--- src/rtl/safety_boot_ctrl_regs.sv ---
// AXI4-Lite register block that holds the safety-island boot controls and
// sequences the core's fetch enable and boot address through a small boot FSM.
module safety_boot_ctrl_regs #(
  parameter int unsigned AddrWidth   = 32,
  parameter logic [31:0] RomBootAddr = 32'h1A00_0080,
  parameter int unsigned RstHoldCyc  = 16
) (
  input  logic                 clk_i,
  input  logic                 rst_ni,
  input  logic [AddrWidth-1:0] aw_addr_i,
  input  logic                 aw_valid_i,
  output logic                 aw_ready_o,
  input  logic [31:0]          w_data_i,
  input  logic [3:0]           w_strb_i,
  input  logic                 w_valid_i,
  output logic                 w_ready_o,
  output logic [1:0]           b_resp_o,
  output logic                 b_valid_o,
  input  logic                 b_ready_i,
  input  logic [AddrWidth-1:0] ar_addr_i,
  input  logic                 ar_valid_i,
  output logic                 ar_ready_o,
  output logic [31:0]          r_data_o,
  output logic [1:0]           r_resp_o,
  output logic                 r_valid_o,
  input  logic                 r_ready_i,
  output logic [31:0]          core_boot_addr_o,
  output logic                 core_fetch_en_o,
  output logic                 eoc_o,
  output logic [30:0]          exit_code_o
);

  localparam logic [1:0] RespOkay   = 2'b00;
  localparam logic [1:0] RespSlvErr = 2'b10;
  localparam int unsigned CntW = $clog2(RstHoldCyc + 1);

  typedef enum logic [1:0] {
    ST_HOLD,
    ST_WAIT,
    ST_RUN,
    ST_DONE
  } boot_state_t;

  boot_state_t state_q, state_d;
  logic [CntW-1:0] hold_cnt;

  logic        ready_en;
  logic        aw_held, w_held;
  logic [1:0]  aw_idx;
  logic [31:0] w_data_q;
  logic [3:0]  w_strb_q;
  logic        wr_commit;

  logic [1:0]  bootmode_q;
  logic [31:0] boot_addr_q;
  logic [31:0] eoc_q;

  logic [31:0] old_val, wr_merged, rd_mux;
  logic [1:0]  wr_resp;
  logic        locked;
  logic        bootmode_we, boot_addr_we, eoc_we, eoc_set, fetch_req;
  logic        load_rom, load_boot;

  // Only addr[3:2] selects a register; the remaining address bits are don't-care.
  logic unused_addr;
  assign unused_addr = ^{aw_addr_i[AddrWidth-1:4], aw_addr_i[1:0],
                         ar_addr_i[AddrWidth-1:4], ar_addr_i[1:0]};

  // Keeps every ready low while reset is applied and for the release edge.
  always_ff @(posedge clk_i or negedge rst_ni) begin
    if (!rst_ni) ready_en <= 1'b0;
    else         ready_en <= 1'b1;
  end

  assign aw_ready_o = ready_en && !aw_held && !b_valid_o;
  assign w_ready_o  = ready_en && !w_held && !b_valid_o;
  assign ar_ready_o = ready_en && !r_valid_o;
  assign r_resp_o   = RespOkay;
  assign wr_commit  = aw_held && w_held;
  assign locked     = (state_q == ST_RUN) || (state_q == ST_DONE);

  always_ff @(posedge clk_i or negedge rst_ni) begin
    if (!rst_ni) begin
      aw_held   <= 1'b0;
      aw_idx    <= 2'd0;
      w_held    <= 1'b0;
      w_data_q  <= 32'd0;
      w_strb_q  <= 4'd0;
      b_valid_o <= 1'b0;
      b_resp_o  <= RespOkay;
    end else if (wr_commit) begin
      aw_held   <= 1'b0;
      w_held    <= 1'b0;
      b_valid_o <= 1'b1;
      b_resp_o  <= wr_resp;
    end else begin
      if (b_valid_o && b_ready_i) b_valid_o <= 1'b0;
      if (aw_valid_i && aw_ready_o) begin
        aw_held <= 1'b1;
        aw_idx  <= aw_addr_i[3:2];
      end
      if (w_valid_i && w_ready_o) begin
        w_held   <= 1'b1;
        w_data_q <= w_data_i;
        w_strb_q <= w_strb_i;
      end
    end
  end

  always_comb begin
    old_val = 32'd0;
    case (aw_idx)
      2'd0:    old_val = {30'd0, bootmode_q};
      2'd1:    old_val = boot_addr_q;
      2'd3:    old_val = eoc_q;
      default: old_val = 32'd0;
    endcase
    wr_merged = old_val;
    for (int i = 0; i < 4; i++) begin
      if (w_strb_q[i]) wr_merged[i*8 +: 8] = w_data_q[i*8 +: 8];
    end
  end

  // Boot configuration freezes once the core runs; mode 3 is reserved.
  always_comb begin
    wr_resp      = RespOkay;
    bootmode_we  = 1'b0;
    boot_addr_we = 1'b0;
    eoc_we       = 1'b0;
    eoc_set      = 1'b0;
    fetch_req    = 1'b0;
    if (wr_commit) begin
      case (aw_idx)
        2'd0: begin
          if (locked || wr_merged[1:0] == 2'b11) wr_resp = RespSlvErr;
          else                                   bootmode_we = 1'b1;
        end
        2'd1: begin
          if (locked) wr_resp = RespSlvErr;
          else        boot_addr_we = 1'b1;
        end
        2'd2: fetch_req = w_strb_q[0] && w_data_q[0];
        default: begin
          eoc_we  = (state_q != ST_DONE);
          eoc_set = w_strb_q[3] && w_data_q[31];
        end
      endcase
    end
  end

  always_ff @(posedge clk_i or negedge rst_ni) begin
    if (!rst_ni) begin
      bootmode_q  <= 2'd0;
      boot_addr_q <= 32'd0;
      eoc_q       <= 32'd0;
    end else begin
      if (bootmode_we)  bootmode_q  <= wr_merged[1:0];
      if (boot_addr_we) boot_addr_q <= wr_merged;
      if (eoc_we)       eoc_q       <= wr_merged;
    end
  end

  always_comb begin
    state_d   = state_q;
    load_rom  = 1'b0;
    load_boot = 1'b0;
    case (state_q)
      ST_HOLD: if (hold_cnt == CntW'(RstHoldCyc)) state_d = ST_WAIT;
      ST_WAIT: begin
        if (bootmode_q == 2'd0) begin
          state_d  = ST_RUN;
          load_rom = 1'b1;
        end else if (fetch_req) begin
          state_d   = ST_RUN;
          load_boot = 1'b1;
        end
      end
      ST_RUN:  if (eoc_we && eoc_set) state_d = ST_DONE;
      default: state_d = ST_DONE;
    endcase
  end

  always_ff @(posedge clk_i or negedge rst_ni) begin
    if (!rst_ni) begin
      state_q          <= ST_HOLD;
      hold_cnt         <= '0;
      core_boot_addr_o <= 32'd0;
    end else begin
      state_q <= state_d;
      if (state_q == ST_HOLD) hold_cnt <= hold_cnt + CntW'(1);
      if (load_rom)       core_boot_addr_o <= RomBootAddr;
      else if (load_boot) core_boot_addr_o <= boot_addr_q;
    end
  end

  assign core_fetch_en_o = (state_q == ST_RUN) || (state_q == ST_DONE);
  assign eoc_o           = eoc_q[31];
  assign exit_code_o     = eoc_q[30:0];

  always_comb begin
    rd_mux = 32'd0;
    case (ar_addr_i[3:2])
      2'd0:    rd_mux = {30'd0, bootmode_q};
      2'd1:    rd_mux = boot_addr_q;
      2'd2:    rd_mux = {31'd0, core_fetch_en_o};
      default: rd_mux = eoc_q;
    endcase
  end

  // Read data is captured from pre-write state, so a same-cycle write is not seen.
  always_ff @(posedge clk_i or negedge rst_ni) begin
    if (!rst_ni) begin
      r_valid_o <= 1'b0;
      r_data_o  <= 32'd0;
    end else if (ar_valid_i && ar_ready_o) begin
      r_valid_o <= 1'b1;
      r_data_o  <= rd_mux;
    end else if (r_valid_o && r_ready_i) begin
      r_valid_o <= 1'b0;
    end
  end

endmodule
--- config.mk ---
export PLATFORM = sky130hd
export DESIGN_NAME = safety_boot_ctrl_regs
export DESIGN_NICKNAME = d
export VERILOG_FILES = /design/src/rtl/safety_boot_ctrl_regs.sv
export SDC_FILE = /design/constraint.sdc
export NUM_CORES = 1
export LEC_CHECK = 0
export ABC_AREA = 1
export BUFFER_PORTS_ARGS = -buffer_cell sky130_fd_sc_hd__buf_2
export CAP_MARGIN = 20
export CELL_PAD_IN_SITES_DETAIL_PLACEMENT = 1
export CELL_PAD_IN_SITES_GLOBAL_PLACEMENT = 1
export CORE_MARGIN = 3
export CORE_UTILIZATION = 39
export CTS_CLUSTER_DIAMETER = 30
export DETAILED_ROUTE_END_ITERATION = 10
export PLACE_DENSITY_LB_ADDON = 0.1
export SKIP_LAST_GASP = 1
export SYNTH_ARGS = -nofsm -noshare
export SYNTH_HDL_FRONTEND = slang
export SYNTH_SLANG_ARGS = --single-unit
export TNS_END_PERCENT = 20
--- constraint.sdc ---
create_clock -name clk_i -period 1.62 [get_ports clk_i]
set_input_delay 0.324 -clock clk_i [delete_from_list [all_inputs] [get_ports clk_i]]
set_output_delay 0.324 -clock clk_i [all_outputs]
set_load 0.01 [all_outputs]
Word level (Yosys, flattened, before mapping)

Cells that the tools add are included.

Add/subtract/negate cells: 1
Mux-type cells: 41
Bitwise logic cells: 1
Equal/unequal tests: 14
Reductions and logical operators: 33

Operators by type and width:

| operator                                                        | count |
|---|---|
| 32-bit one-hot mux with 3 select lines                          | 2 |
| 32-bit two-way mux                                              | 2 |
| 8-bit two-way mux                                               | 4 |
| 1-bit two-way mux                                               | 25 |
| 1-bit logical AND                                               | 14 |
| 2-bit == test, second input constant                            | 6 |
| 2-bit two-way mux                                               | 6 |
| 2-bit nonzero test                                              | 5 |
| 2-bit zero test                                                 | 4 |
| 2-bit by 1-bit == test with 1-bit output, second input constant | 3 |
| 2-bit one-hot mux with 3 select lines                           | 1 |
| 5-bit by 1-bit adder with 5-bit output, second input constant   | 1 |
| 5-bit == test, second input constant                            | 1 |
| 1-bit zero test                                                 | 4 |
| 2-bit != test, second input constant                            | 2 |
| 2-bit one-hot mux with 2 select lines                           | 1 |
| 2-bit AND reduction                                             | 2 |
| 3-bit != test, second input constant                            | 1 |
| 3-bit AND reduction                                             | 1 |
| 3-bit OR reduction                                              | 1 |
| 1-bit logical OR                                                | 2 |
| 2-bit by 1-bit != test with 1-bit output, second input constant | 1 |
| 1-bit inverter                                                  | 1 |

Output and inout port bits: 106
Register bits after elaboration: 182
Input port bits: 107
Word-level logic and storage cells: 106

Depth between registers and ports, before layout

Gate-level depths: netlist (run 1).

Word-level depth: 8
Depth in mapped cells: 9
Mapped depth without buffers: 8

Worst setup path before layout (run 1)

Ideal clock, no wire load.

Path kind: reg2reg
From: reg b_valid_o
To: reg w_data_q[30]
Stages on the path, launching flop included: 5
Arrival time: 1.450 ns
Slack: 0.045 ns
Setup time: 0.125 ns
Clock period less this slack: 1.575 ns
Path buffers: 1
Data required time: 1.495 ns
Cells stage by stage: dfrtp_1 nor3_1 nand2_1 clkbuf_1 mux2_2

Cells in the longest elaborated chain, start to end: 4

Ends and longest elaborated chain:

| item                          | RTL line | RTL |
|---|---|---|
| from (decl)                   | 18       | `output logic b_valid_o,` |
| from (signal assigned)        | 89       | `b_valid_o <= 1'b0;` |
| from (signal assigned)        | 94       | `b_valid_o <= 1'b1;` |
| from (signal assigned)        | 97       | `if (b_valid_o && b_ready_i) b_valid_o <= 1'b0;` |
| 1-bit zero test               | 76       | `assign w_ready_o = ready_en && !w_held && !b_valid_o;` |
| 1-bit logical AND             | 76       |  |
| named net w_ready_o           | 16       | `output logic w_ready_o,` |
| 1-bit logical AND             | 102      | `if (w_valid_i && w_ready_o) begin` |
| 2-bit AND reduction (no line) | -        |  |
| to (signal assigned)          | 104      | `w_data_q <= w_data_i;` |
| to (decl)                     | 50       | `logic [31:0] w_data_q;` |

The timed path passes the listed nets, and every way through them passes these cells.
A chain may end at the register's enable or synchronous reset.

Final worst setup path (run 1)

From: reg aw_held
To: out aw_ready_o

Cells in the longest elaborated chain, start to end: 3

Ends and longest elaborated chain:

| item                            | RTL line | RTL |
|---|---|---|
| from (decl)                     | 48       | `logic aw_held, w_held;` |
| from (signal assigned)          | 84       | `aw_held <= 1'b0;` |
| from (signal assigned)          | 92       | `aw_held <= 1'b0;` |
| from (signal assigned)          | 99       | `aw_held <= 1'b1;` |
| 1-bit zero test                 | 75       | `assign aw_ready_o = ready_en && !aw_held && !b_valid_o;` |
| 1-bit logical AND (2 in series) | 75       |  |
| to (decl)                       | 12       | `output logic aw_ready_o,` |

Every way passes these cells.

==> flow_summary.rst, run 1 <==
.. list-table::
   :header-rows: 1

   * - Metric
     - Value
   * - Status
     - finished, final reports clean
   * - Arrival time reported for the critical path endpoint
     - 1.26 ns
   * - Ranking of synthesized cells by area
     - dfrtp_1 (57%), nand2_1 (11%), o21ai_0 (5.7%), o22ai_1 (4.7%), mux2_2 (4.7%)
   * - Total power consumption of the routed design
     - 17.66 mW
   * - Setup Skew
     - 0.009506 ns
   * - CTS sink count
     - 181
   * - Type of the worst min-delay path
     - in2reg
   * - Ratio of final minimum period to clock period
     - 97.54%
   * - Fin. max-slew vios
     - 0
   * - Hold Fails Final Rpt
     - 0
   * - Count of different cell masters after synthesis
     - 32
   * - Commonest non-fill, non-tap cells in the layout
     - nand2_1 (218), dfrtp_1 (181), buf_2 (148)
   * - Initial core utilization
     - 40.17%
   * - Clock network latency to the later pin of the worst-skew pair
     - 0.43 ns
   * - Via count of the first global-routing pass
     - 6842
   * - Number of buffers inserted during clock tree synthesis
     - 17
   * - Maximum frequency from static timing analysis
     - 0.6328 GHz
   * - Cell at the root of the clock tree
     - clkbuf_16
   * - Max clock buf depth
     - 2
   * - Number of setup violations in the final report
     - 0
   * - Detailed-placement wirelength estimate
     - 15.22 mm
   * - Slew at the pin closest to its max-slew limit
     - 0.5112 ns
   * - Largest stage delay, worst path
     - 0.41 ns
   * - Power Density
     - 1772 nW/µm²
   * - Total of flip-flops plus latches after synthesis
     - 181
   * - Cell count after synthesis
     - 856
   * - Critical path type
     - reg2out
   * - Final std cell area, no fill
     - 9968 µm²
   * - Vias after detailed routing
     - 6527
   * - Global-route wire length before repair
     - 37.52 mm
   * - Sequential share of the synthesized area
     - 57.18%
   * - Rows
     - 51
   * - Sum of routed wire length over all layers
     - 23.88 mm
   * - Gr ovfl total
     - 0
   * - Vert. Die Dim
     - 148.5 µm
   * - Worst setup SP type
     - register
   * - Antenna violations before repair
     - 0
   * - Die boundary width
     - 148.5 µm
   * - DRC marker count from the first detailed-route iteration
     - 291
   * - Total global-route track usage
     - 21.53%
   * - Minimum period implied by the final worst setup slack
     - 1.580 ns
   * - Die area
     - 22060 µm²
   * - I/O pin cnt
     - 213
   * - Area share of the largest cell type after synthesis
     - 57.18%
   * - Diode count
     - 0
   * - Maximum vdd drop
     - 798.2 µV
   * - Fraction of layout cells with a size suffix above 1
     - 27.55%
   * - Total cell area at the placement stage
     - 9174 µm²
   * - Leak pwr
     - 4.937 nW
   * - Via count normalized by instance count
     - 5.079
   * - Average cell area after synthesis
     - 9.254 µm²
   * - Area added between synthesis and finish
     - 25.84%
   * - Relative slew slack
     - 65.80%
   * - Unrepaired setup endpoints after global routing
     - true
   * - Max-cap violation count
     - 0
   * - Syn Std Cell Area
     - 7921 µm²
   * - Maximum number of pins on one net before global-route repair
     - 48
   * - Cell type with the largest total area after synthesis
     - dfrtp_1
   * - Placed cell count
     - 1249
   * - Clock tree from TritonCTS
     - done
   * - Weighted congestion reported at the end of routability-driven placement
     - 0.7949
   * - H-tree depth
     - 4
   * - Layout net count
     - 1117
   * - Number of design rule violations left after detail routing
     - 0
   * - Placeable core region
     - 19720 µm²
   * - Syn. warnings
     - 0
   * - Chain of cells forming the critical path
     - nor3_1, buf_2
   * - Number of standard cells in the layout, taps in and fillers out
     - 1285
   * - Crit Path Max Fanout
     - 4
   * - Avg WL per Cell
     - 18.58 µm
   * - Slowest cell on the critical path
     - dfrtp_1
   * - Antenna-violating nets left
     - 0
   * - Count of buffers inserted at the top-level ports
     - 149
   * - Required time reported for the critical path endpoint
     - 1.30 ns
   * - CP endpoint kind
     - primary output
   * - Most frequent standard cell in the layout excluding fill and tap cells
     - nand2_1
   * - Clock-pin transition on the worst setup and hold timing paths
     - 0.06 ns
   * - Detailed-routing iteration count for the pre-antenna-repair pass
     - 4
[per-layer routing]
| metal | vias to the layer above | share of wire [%] | track usage, % | wire (µm) |
|---|---|---|---|---|
| li1 | 3119 | - | - | - |
| met1 | 3269 | 48 | 29.78 | 11360 |
| met2 | 123 | 48 | 35.39 | 11450 |
| met3 | 16 | 3.4 | 3.687 | 800 |
| met4 | 0 | 1.1 | 5.589 | 267 |
| met5 | - | 0 | 0 | 0 |
[repair_timing]
item | 4_1_cts | 5_1_grt
resized for setup | 1 | 17
setup buffers | 0 | 1
setup endpoints to repair | 3 | 77
hold endpoints to repair | 21 | 0
hold buffers | 1 | 0
pin swaps | 0 | 1
cloned | 0 | 3
[critical path: cells and delay by family, from the launching register on]
| family | cells | cell delay, ns |
|---|---|---|
| flops | 1 | 0.41 |
| simple gates | 1 | 0.24 |
| buf+inv | 1 | 0.18 |
[sequential cells by signal, indices dropped and copies added, names as in the netlist, 2 cells and up]
signal and flops:
eoc_q 32, w_strb_q 4, aw_idx 2, hold_cnt 5
state_q 2, w_data_q 32, core_boot_addr_o 32, bootmode_q 2
r_data_o 32, boot_addr_q 32
[kinds of logic (layout without fill, tap and decap cells)]
logic type      after synthesis  count (layout)  synth area share [%]
mux                          34              34                 4.818
other cells                   2               4               0.09481
compound gates              203             203                 15.68
fa+ha+maj                     2               2                0.3159
flops                       181             181                 57.18
simple gates                290             290                 14.26
xor+xnor                      4               4                0.4423
buf+inv                     140             302                 7.203
[final timing paths]
check / start / end / slack, ns / cells after the start
setup / recovery: aw_held$_DFFE_PN0P_ / aw_ready_o / 0.04 / 2
max in group asynchronous: rst_ni / r_data_o[28]$_DFFE_PN0P_ / 0.67 / 3
min in group asynchronous: rst_ni / ready_en$_DFF_PN0_ / 0.35 / 2
hold reg to reg: r_data_o[5]$_DFFE_PN0P_ / r_data_o[5]$_DFFE_PN0P_ / 0.48 / 2
setup reg to reg: aw_idx[0]$_DFFE_PN0P_ / core_boot_addr_o[10]$_DFFE_PN0P_ / 0.08 / 7
hold / removal: r_ready_i / r_valid_o$_DFFE_PN0P_ / 0.08 / 2
[synth_stat cells]
library cell  number
mux2i_1            1
nor3_1             6
o221ai_1           1
mux2_2            33
o31ai_1           14
ha_1               2
conb_1             2
a31oi_1            1
inv_2              3
nor2_1            45
nor2_4             1
o21ai_0           90
xnor2_1            3
buf_6              2
dfrtp_1          181
buf_1              3
clkbuf_1          30
nor2_2             1
o31ai_2           14
nand4_1            2
nand3_1           12
buf_2             15
buf_4              3
inv_1             84
a21boi_0           1
o22a_1             1
nand3b_1           1
xor2_1             1
nand2_1          222
o21ai_1           13
a21oi_1            8
o22ai_1           60
[area by class of cell]
type / count / area [µm²]
fill: 2331 / 9749
sequential: 181 / 4529
multi-input combinational: 537 / 2899
timing repair buffer: 184 / 1229
clock buffer: 20 / 456.7
tap: 265 / 331.6
inverter: 87 / 326.6
clock inverter: 11 / 196.4
[power by group]
group / leakage [nW] / switching (mW) / internal [mW]
clock network: 0.313 / 1.80 / 2.82
logic: 2.27 / 3.48 / 2.33
registers: 2.35 / 1.09 / 6.14
total: 4.94 / 6.37 / 11.3
[stage by stage]
step | utilization, % | TNS (ns) | hold WS (ns) | setup WS (ns)
global route | 50.56 | -0.1989 | 0.07075 | -0.03728
detailed placement | 46.53 | 0 | 0.2395 | 0.02135
finish | 50.56 | 0 | 0.08273 | 0.03984
global placement | 46.53 | 0 | 0.2433 | 0.1260
CTS | 49.91 | -0.01454 | 0.06939 | -0.01033
floorplan | - | 0 | 0.02841 | 0.04526
No activity file was read; power rests on OpenSTA's default activity.
==> run 2: changes to the inputs <==
--- a/config.mk
+++ b/config.mk
@@ -15,6 +15,7 @@
 export CTS_CLUSTER_DIAMETER = 30
 export DETAILED_ROUTE_END_ITERATION = 10
 export PLACE_DENSITY_LB_ADDON = 0.1
+export RECOVER_POWER = 100
 export SKIP_LAST_GASP = 1
 export SYNTH_ARGS = -nofsm -noshare
 export SYNTH_HDL_FRONTEND = slang
==> run 2 against run 1 <==
Non-clock buffer count did not move. Critical path type unchanged. Combinational power down 0.9%. Global-route usage unchanged. Highest routed layer unchanged. Via count grew 0.64%. Count of clock-buffer cells in the layout is the same. Wire length is essentially flat.
==> flow_summary.rst, run 2 (synthesis results as in run 1) <==
.. list-table::
   :header-rows: 1

   * - Metric
     - Value
   * - Status
     - finished, final reports clean
   * - Number of setup violations in the final report
     - 0
   * - Antenna violations before repair
     - 0
   * - Largest stage delay, worst path
     - 0.41 ns
   * - Via count normalized by instance count
     - 5.112
   * - Most frequent standard cell in the layout excluding fill and tap cells
     - nand2_1
   * - Total global-route track usage
     - 21.53%
   * - Max clock buf depth
     - 2
   * - Placeable core region
     - 19720 µm²
   * - H-tree depth
     - 4
   * - Chain of cells forming the critical path
     - nor3_1, buf_2
   * - R2R depth
     - 7
   * - Number of standard cells in the layout, taps in and fillers out
     - 1285
   * - Setup Skew
     - 0.01134 ns
   * - Relative slew slack
     - 51.98%
   * - Rows
     - 51
   * - Maximum frequency from static timing analysis
     - 0.6348 GHz
   * - Number of buffers inserted during clock tree synthesis
     - 17
   * - Kind of cell with the highest combined delay on the critical path
     - flip-flops
   * - Count of buffers inserted at the top-level ports
     - 149
   * - CP endpoint kind
     - primary output
   * - I/O pin cnt
     - 213
   * - Worst setup SP type
     - register
   * - Arrival time reported for the critical path endpoint
     - 1.25 ns
   * - Initial core utilization
     - 40.17%
   * - Crit Path Max Fanout
     - 4
   * - Hold-critical path depth
     - 2
   * - Power Density
     - 1786 nW/µm²
   * - Commonest non-fill, non-tap cells in the layout
     - nand2_1 (218), dfrtp_1 (181), buf_2 (148)
   * - Vias after detailed routing
     - 6569
   * - Die area
     - 22060 µm²
   * - Maximum number of pins on one net before global-route repair
     - 48
   * - CTS sink count
     - 181
   * - Type of the worst min-delay path
     - in2reg
   * - Sum of routed wire length over all layers
     - 23.88 mm
   * - Fraction of layout cells with a size suffix above 1
     - 27.06%
   * - Number of design rule violations left after detail routing
     - 0
   * - Fin. max-slew vios
     - 0
   * - Placed cell count
     - 1249
   * - Required time reported for the critical path endpoint
     - 1.30 ns
   * - Vert. Die Dim
     - 148.5 µm
   * - Clock tree from TritonCTS
     - done
   * - Layout net count
     - 1117
   * - Detailed-routing iteration count for the pre-antenna-repair pass
     - 4
   * - Maximum vdd drop
     - 766.4 µV
   * - Hold Fails Final Rpt
     - 0
   * - Final std cell area, no fill
     - 9857 µm²
   * - Minimum period implied by the final worst setup slack
     - 1.575 ns
   * - Clock-pin transition on the worst setup and hold timing paths
     - 0.06 ns
   * - Diode count
     - 0
   * - Ratio of final minimum period to clock period
     - 97.23%
   * - Cell at the root of the clock tree
     - clkbuf_16
   * - Weighted congestion reported at the end of routability-driven placement
     - 0.7949
   * - Detailed-placement wirelength estimate
     - 15.22 mm
   * - Clock network latency to the later pin of the worst-skew pair
     - 0.43 ns
   * - Slew at the pin closest to its max-slew limit
     - 0.7203 ns
   * - Logic depth of the worst path, buffers included
     - 2
   * - Gr ovfl total
     - 0
   * - Antenna-violating nets left
     - 0
   * - Via count of the first global-routing pass
     - 6842
   * - Number of buffer and inverter stages on the critical path
     - 1
   * - DRC marker count from the first detailed-route iteration
     - 306
   * - Total Neg Setup Slack
     - 0 ns
   * - Leak pwr
     - 4.887 nW
   * - Total cell area at the placement stage
     - 9174 µm²
   * - Slowest cell on the critical path
     - dfrtp_1
   * - Unrepaired setup endpoints after global routing
     - true
   * - Die boundary width
     - 148.5 µm
   * - Area added between synthesis and finish
     - 24.44%
   * - Global-route wire length before repair
     - 37.52 mm
   * - Max-cap violation count
     - 0
   * - Avg WL per Cell
     - 18.58 µm
   * - Critical path type
     - reg2out
-- run 2: repair_timing --
| action | in CTS | in global routing |
|---|---|---|
| cloned | 0 | 3 |
| gates resized for setup | 1 | 17 |
| buffers inserted | 0 | 1 |
| hold buffers | 1 | 0 |
| pin swaps | 0 | 1 |
| endpoints found under the setup margin | 3 | 77 |
| hold endpoints to repair | 21 | 0 |
-- run 2: cell type report --
type / instances / area, µm²
multi-input combinational: 537 / 2879
sequential: 181 / 4529
tap: 265 / 331.6
timing repair buffer: 184 / 1137
clock inverter: 11 / 196.4
clock buffer: 20 / 456.7
inverter: 87 / 326.6
fill: 2343 / 9861
-- run 2: path summary, 6_finish.rpt --
check                                        startpoint                          endpoint  slack [ns]
worst min-delay path                          r_ready_i             r_valid_o$_DFFE_PN0P_        0.09
worst max register to register    aw_idx[0]$_DFFE_PN0P_  core_boot_addr_o[10]$_DFFE_PN0P_        0.09
min in group asynchronous                        rst_ni                ready_en$_DFF_PN0_        0.49
max in group asynchronous                        rst_ni          r_data_o[15]$_DFFE_PN0P_        0.23
worst max-delay path                aw_held$_DFFE_PN0P_                        aw_ready_o        0.04
worst min register to register  r_data_o[5]$_DFFE_PN0P_           r_data_o[5]$_DFFE_PN0P_        0.48
-- run 2: metal layers --
layer,part of all wire (%),track usage [%],vias to the layer above
li1,-,-,3124
met1,47,29.78,3279
met2,48,35.39,147
met3,3.9,3.687,19
met4,1.2,5.589,0
met5,0,0,-
-- run 2: through the flow --
stage	util, %	hold slack (ns)	worst slack [ns]	total power [mW]
after floorplan	-	0.02841	0.04526	10.63
after global placement	46.53	0.2433	0.1260	12.80
after detailed placement	46.53	0.2395	0.02135	13.01
after CTS	49.91	0.06939	-0.01033	17.71
after global routing	49.99	0.07075	-0.03728	18.88
final	49.99	0.08649	0.04480	17.60
-- run 2: power by group --
| group | total [mW] | internal (mW) | switching, mW |
|---|---|---|---|
| combinational | 5.75 | 2.30 | 3.45 |
| sequential | 7.24 | 6.14 | 1.10 |
| clock | 4.62 | 2.83 | 1.79 |
==> run 3: changes to the inputs <==
--- a/config.mk
+++ b/config.mk
@@ -5,17 +5,17 @@
 export SDC_FILE = /design/constraint.sdc
 export NUM_CORES = 1
 export LEC_CHECK = 0
-export ABC_AREA = 1
 export BUFFER_PORTS_ARGS = -buffer_cell sky130_fd_sc_hd__buf_2
 export CAP_MARGIN = 20
 export CELL_PAD_IN_SITES_DETAIL_PLACEMENT = 1
 export CELL_PAD_IN_SITES_GLOBAL_PLACEMENT = 1
 export CORE_MARGIN = 3
-export CORE_UTILIZATION = 39
+export CORE_UTILIZATION = 41
 export CTS_CLUSTER_DIAMETER = 30
 export DETAILED_ROUTE_END_ITERATION = 10
 export PLACE_DENSITY_LB_ADDON = 0.1
 export RECOVER_POWER = 100
+export REMOVE_ABC_BUFFERS = 1
 export SKIP_LAST_GASP = 1
 export SYNTH_ARGS = -nofsm -noshare
 export SYNTH_HDL_FRONTEND = slang
==> constraint.sdc (replaced) <==
create_clock -name clk_i -period 1.63 [get_ports clk_i]
set_input_delay 0.326 -clock clk_i [delete_from_list [all_inputs] [get_ports clk_i]]
set_output_delay 0.326 -clock clk_i [all_outputs]
set_load 0.01 [all_outputs]
==> run 3 against run 2 <==
Design area decreased by 0.10%. Via count down 7.6%. Clock power is 13% lower. Non-clock buffer count rose by 10. Clock skew decreased by 0.0020 ns. Utilization rose by 2.3 points. Setup slack worse by 0.0072 ns. Sequential share of layout area grew 0.098 points. Synthesized cell count fell by 20%. Die area fell by 4.5%. Critical endpoint is now boot_addr_q[1]$_DFFE_PN0P_. Largest cell class unchanged. Highest routed layer unchanged.
==> flow_summary.rst, run 3 <==
.. list-table::
   :header-rows: 1

   * - Metric
     - Value
   * - Count of buffers inserted at the top-level ports
     - 149
   * - Vert. Die Dim
     - 145.1 µm
   * - Detailed-routing iteration count for the pre-antenna-repair pass
     - 4
   * - Unrepaired setup endpoints after global routing
     - true
   * - Fraction of power spent switching nets
     - 36.08%
   * - Fraction of layout cells with a size suffix above 1
     - 32.44%
   * - Cell internal pwr
     - 10.97 mW
   * - Power Density
     - 1742 nW/µm²
   * - Sequential share of the synthesized area
     - 57.07%
   * - H-tree depth
     - 4
   * - R2R depth
     - 4
   * - Clock tree from TritonCTS
     - done
   * - Setup Skew
     - 0.009342 ns
   * - Syn Std Cell Area
     - 7936 µm²
   * - Weighted congestion reported at the end of routability-driven placement
     - 0.7957
   * - Leak pwr
     - 4.840 nW
   * - Cell count after synthesis
     - 689
   * - Ratio of final minimum period to clock period
     - 97.70%
   * - Fin. max-slew vios
     - 0
   * - Maximum number of pins on one net before global-route repair
     - 54
   * - Via count normalized by instance count
     - 5.407
   * - Combinational group share of total power
     - 33.2%
   * - CP endpoint kind
     - register
   * - Area share of the largest cell type after synthesis
     - 57.07%
   * - Sum of routed wire length over all layers
     - 23.10 mm
   * - Maximum frequency from static timing analysis
     - 0.6280 GHz
   * - DRC marker count from the first detailed-route iteration
     - 229
   * - Initial core utilization
     - 42.15%
   * - Number of setup violations in the final report
     - 0
   * - Die boundary width
     - 145.1 µm
   * - Average cell area after synthesis
     - 11.52 µm²
   * - Diode count
     - 0
   * - Rows
     - 50
   * - Critical path type
     - reg2reg
   * - Total of flip-flops plus latches after synthesis
     - 181
   * - Minimum period implied by the final worst setup slack
     - 1.592 ns
   * - Number of buffers inserted during clock tree synthesis
     - 17
   * - Relative slew slack
     - 61.15%
   * - Worst-case hold slack
     - 0.07834 ns
   * - Clk network pwr share
     - 23.4%
   * - Antenna violations before repair
     - 0
   * - Most instantiated cells after synthesis
     - dfrtp_1 (181), nor2_1 (98), a21oi_1 (64)
   * - Placeable core region
     - 18830 µm²
   * - Hold-critical path depth
     - 2
   * - Max-cap violation count
     - 0
   * - Final core utilization
     - 52.29%
   * - CTS sink count
     - 181
   * - Worst setup SP type
     - register
   * - Count of flip-flops with a built-in enable after synthesis
     - 0
   * - Syn. warnings
     - 0
   * - Global-route wire length before repair
     - 36.89 mm
   * - Arrival time reported for the critical path endpoint
     - 1.91 ns
   * - Post-synth ARST share
     - 100.0%
   * - Count of different cell masters after synthesis
     - 43
   * - Type of the worst min-delay path
     - in2reg
   * - Total Neg Setup Slack
     - 0 ns
   * - Total global-route track usage
     - 21.97%
   * - Area added between synthesis and finish
     - 24.07%
   * - Clock network latency to the later pin of the worst-skew pair
     - 0.43 ns
   * - Flip-flop cell with the highest count after synthesis
     - dfrtp_1
   * - I/O pin cnt
     - 213
   * - Layout net count
     - 959
   * - Detailed-placement wirelength estimate
     - 14.87 mm
   * - Most frequent standard cell in the layout excluding fill and tap cells
     - dfrtp_1
   * - Power dissipated by switching net loads
     - 6.191 mW
   * - Number of design rule violations left after detail routing
     - 0
   * - Cell type with the largest total area after synthesis
     - dfrtp_1
   * - Avg WL per Cell
     - 20.57 µm
   * - Via count of the first global-routing pass
     - 6619
   * - Maximum vdd drop
     - 853.8 µV
   * - Flop pwr share
     - 43.4%
   * - Library cell with the highest instance count after synthesis
     - dfrtp_1
   * - Commonest non-fill, non-tap cells in the layout
     - dfrtp_1 (177), buf_2 (148), nor2_1 (97)
   * - Die area
     - 21060 µm²
   * - Status
     - finished, final reports clean
   * - Hold Fails Final Rpt
     - 0
   * - Max clock buf depth
     - 2
   * - Ranking of synthesized cells by area
     - dfrtp_1 (57%), mux2i_1 (7.9%), a22o_1 (6.4%), mux2_2 (5.8%), nor2_1 (4.6%)
   * - Slew at the pin closest to its max-slew limit
     - 0.5828 ns
   * - Vias after detailed routing
     - 6072
   * - Crit Path Max Fanout
     - 6
   * - Antenna-violating nets left
     - 0
   * - Reg-to-reg slack, setup
     - 0.04 ns
   * - Cell at the root of the clock tree
     - clkbuf_16
   * - Required time reported for the critical path endpoint
     - 1.95 ns
   * - Clock-pin transition on the worst setup and hold timing paths
     - 0.07 ns
   * - Gr ovfl total
     - 0
## run 3: cell types whose count changed after synthesis, moves of 14 or more
cell,delta
a21oi_1,+56
nand2_1,-183
mux2i_1,+62
nor2_1,+53
o21ai_1,+16
clkbuf_1,-14
o21ai_0,-83
o31ai_2,-14
o31ai_1,-14
o22ai_1,-60
a22o_1,+58
inv_1,-78
## run 3: per-stage QoR
step	instance area, µm²	setup slack [ns]	total power, mW	cells
finish	9847	0.03756	17.16	1123
global route	9847	-0.04057	18.27	1123
CTS	9751	-0.03735	17.18	1114
detailed placement	9169	-0.01557	13.11	1081
global placement	9169	0.03633	12.71	1081
floorplan	7599	-2.707	10.59	637
## run 3: cell type report
class | instances | area (µm²)
multi-input combinational | 450 | 3070
sequential | 181 | 4534
inverter | 6 | 22.52
clock buffer | 21 | 470.5
tap | 260 | 325.3
timing repair buffer | 194 | 1323
fill | 2032 | 8984
clock inverter | 11 | 101.3
## run 3: path summary, 6_finish.rpt
check / startpoint / endpoint
min reg2reg: hold_cnt[4]$_DFFE_PN0N_ / hold_cnt[4]$_DFFE_PN0N_
min: r_ready_i / r_valid_o$_DFFE_PN0P_
max reg2reg: aw_idx[1]$_DFFE_PN0P_ / boot_addr_q[1]$_DFFE_PN0P_
min in group asynchronous: rst_ni / r_data_o[2]$_DFFE_PN0P_
max in group asynchronous: rst_ni / w_data_q[3]$_DFFE_PN0P_
max: aw_idx[1]$_DFFE_PN0P_ / boot_addr_q[1]$_DFFE_PN0P_
## run 3: worst max-delay path, stage by stage, from the launching register on
cell and delay, ns:
dfrtp_2 0.46, buf_4 0.16, nor4b_4 0.35, buf_4 0.18, mux2_2 0.32
## run 3: power groups by stage
stage | logic [mW] | registers, mW | clock network [mW]
final | 5.70 | 7.45 | 4.01
after global routing | 6.30 | 7.69 | 4.27
after CTS | 5.63 | 7.47 | 4.08
after detailed placement | 5.58 | 7.53 | 0
after global placement | 5.31 | 7.39 | 0
after floorplan | 2.93 | 7.67 | 0
## run 3: per-layer routing
metal	part of all wire (%)	vias up	GRT usage [%]	routed length, µm
li1	-	2755	-	-
met1	44	3135	27.94	10160
met2	51	155	38.66	11760
met3	3.7	27	3.904	848
met4	1.4	0	6.220	326
met5	0	-	0	0
## run 3: what timing repair did
action | in CTS | in global routing
gates resized for setup | 0 | 9
hold endpoints to repair | 32 | 0
hold buffers | 1 | 0
buffers inserted | 0 | 7
setup endpoints to repair | 5 | 99
cloned | 0 | 2
pin swaps | 0 | 1
## run 3: kinds of logic (layout without fill, tap and decap cells)
family,after synthesis,after routing,share of synthesized area [%]
adder cells (fa/ha/maj),2,2,0.3153
XOR/XNOR,4,4,0.4414
buffers and inverters,60,232,4.635
multiplexers,105,105,14.05
flip-flops,181,181,57.07
other,2,4,0.09463
AO/OA/AOI/OAI,175,175,14.76
AND/OR/NAND/NOR,160,160,8.639
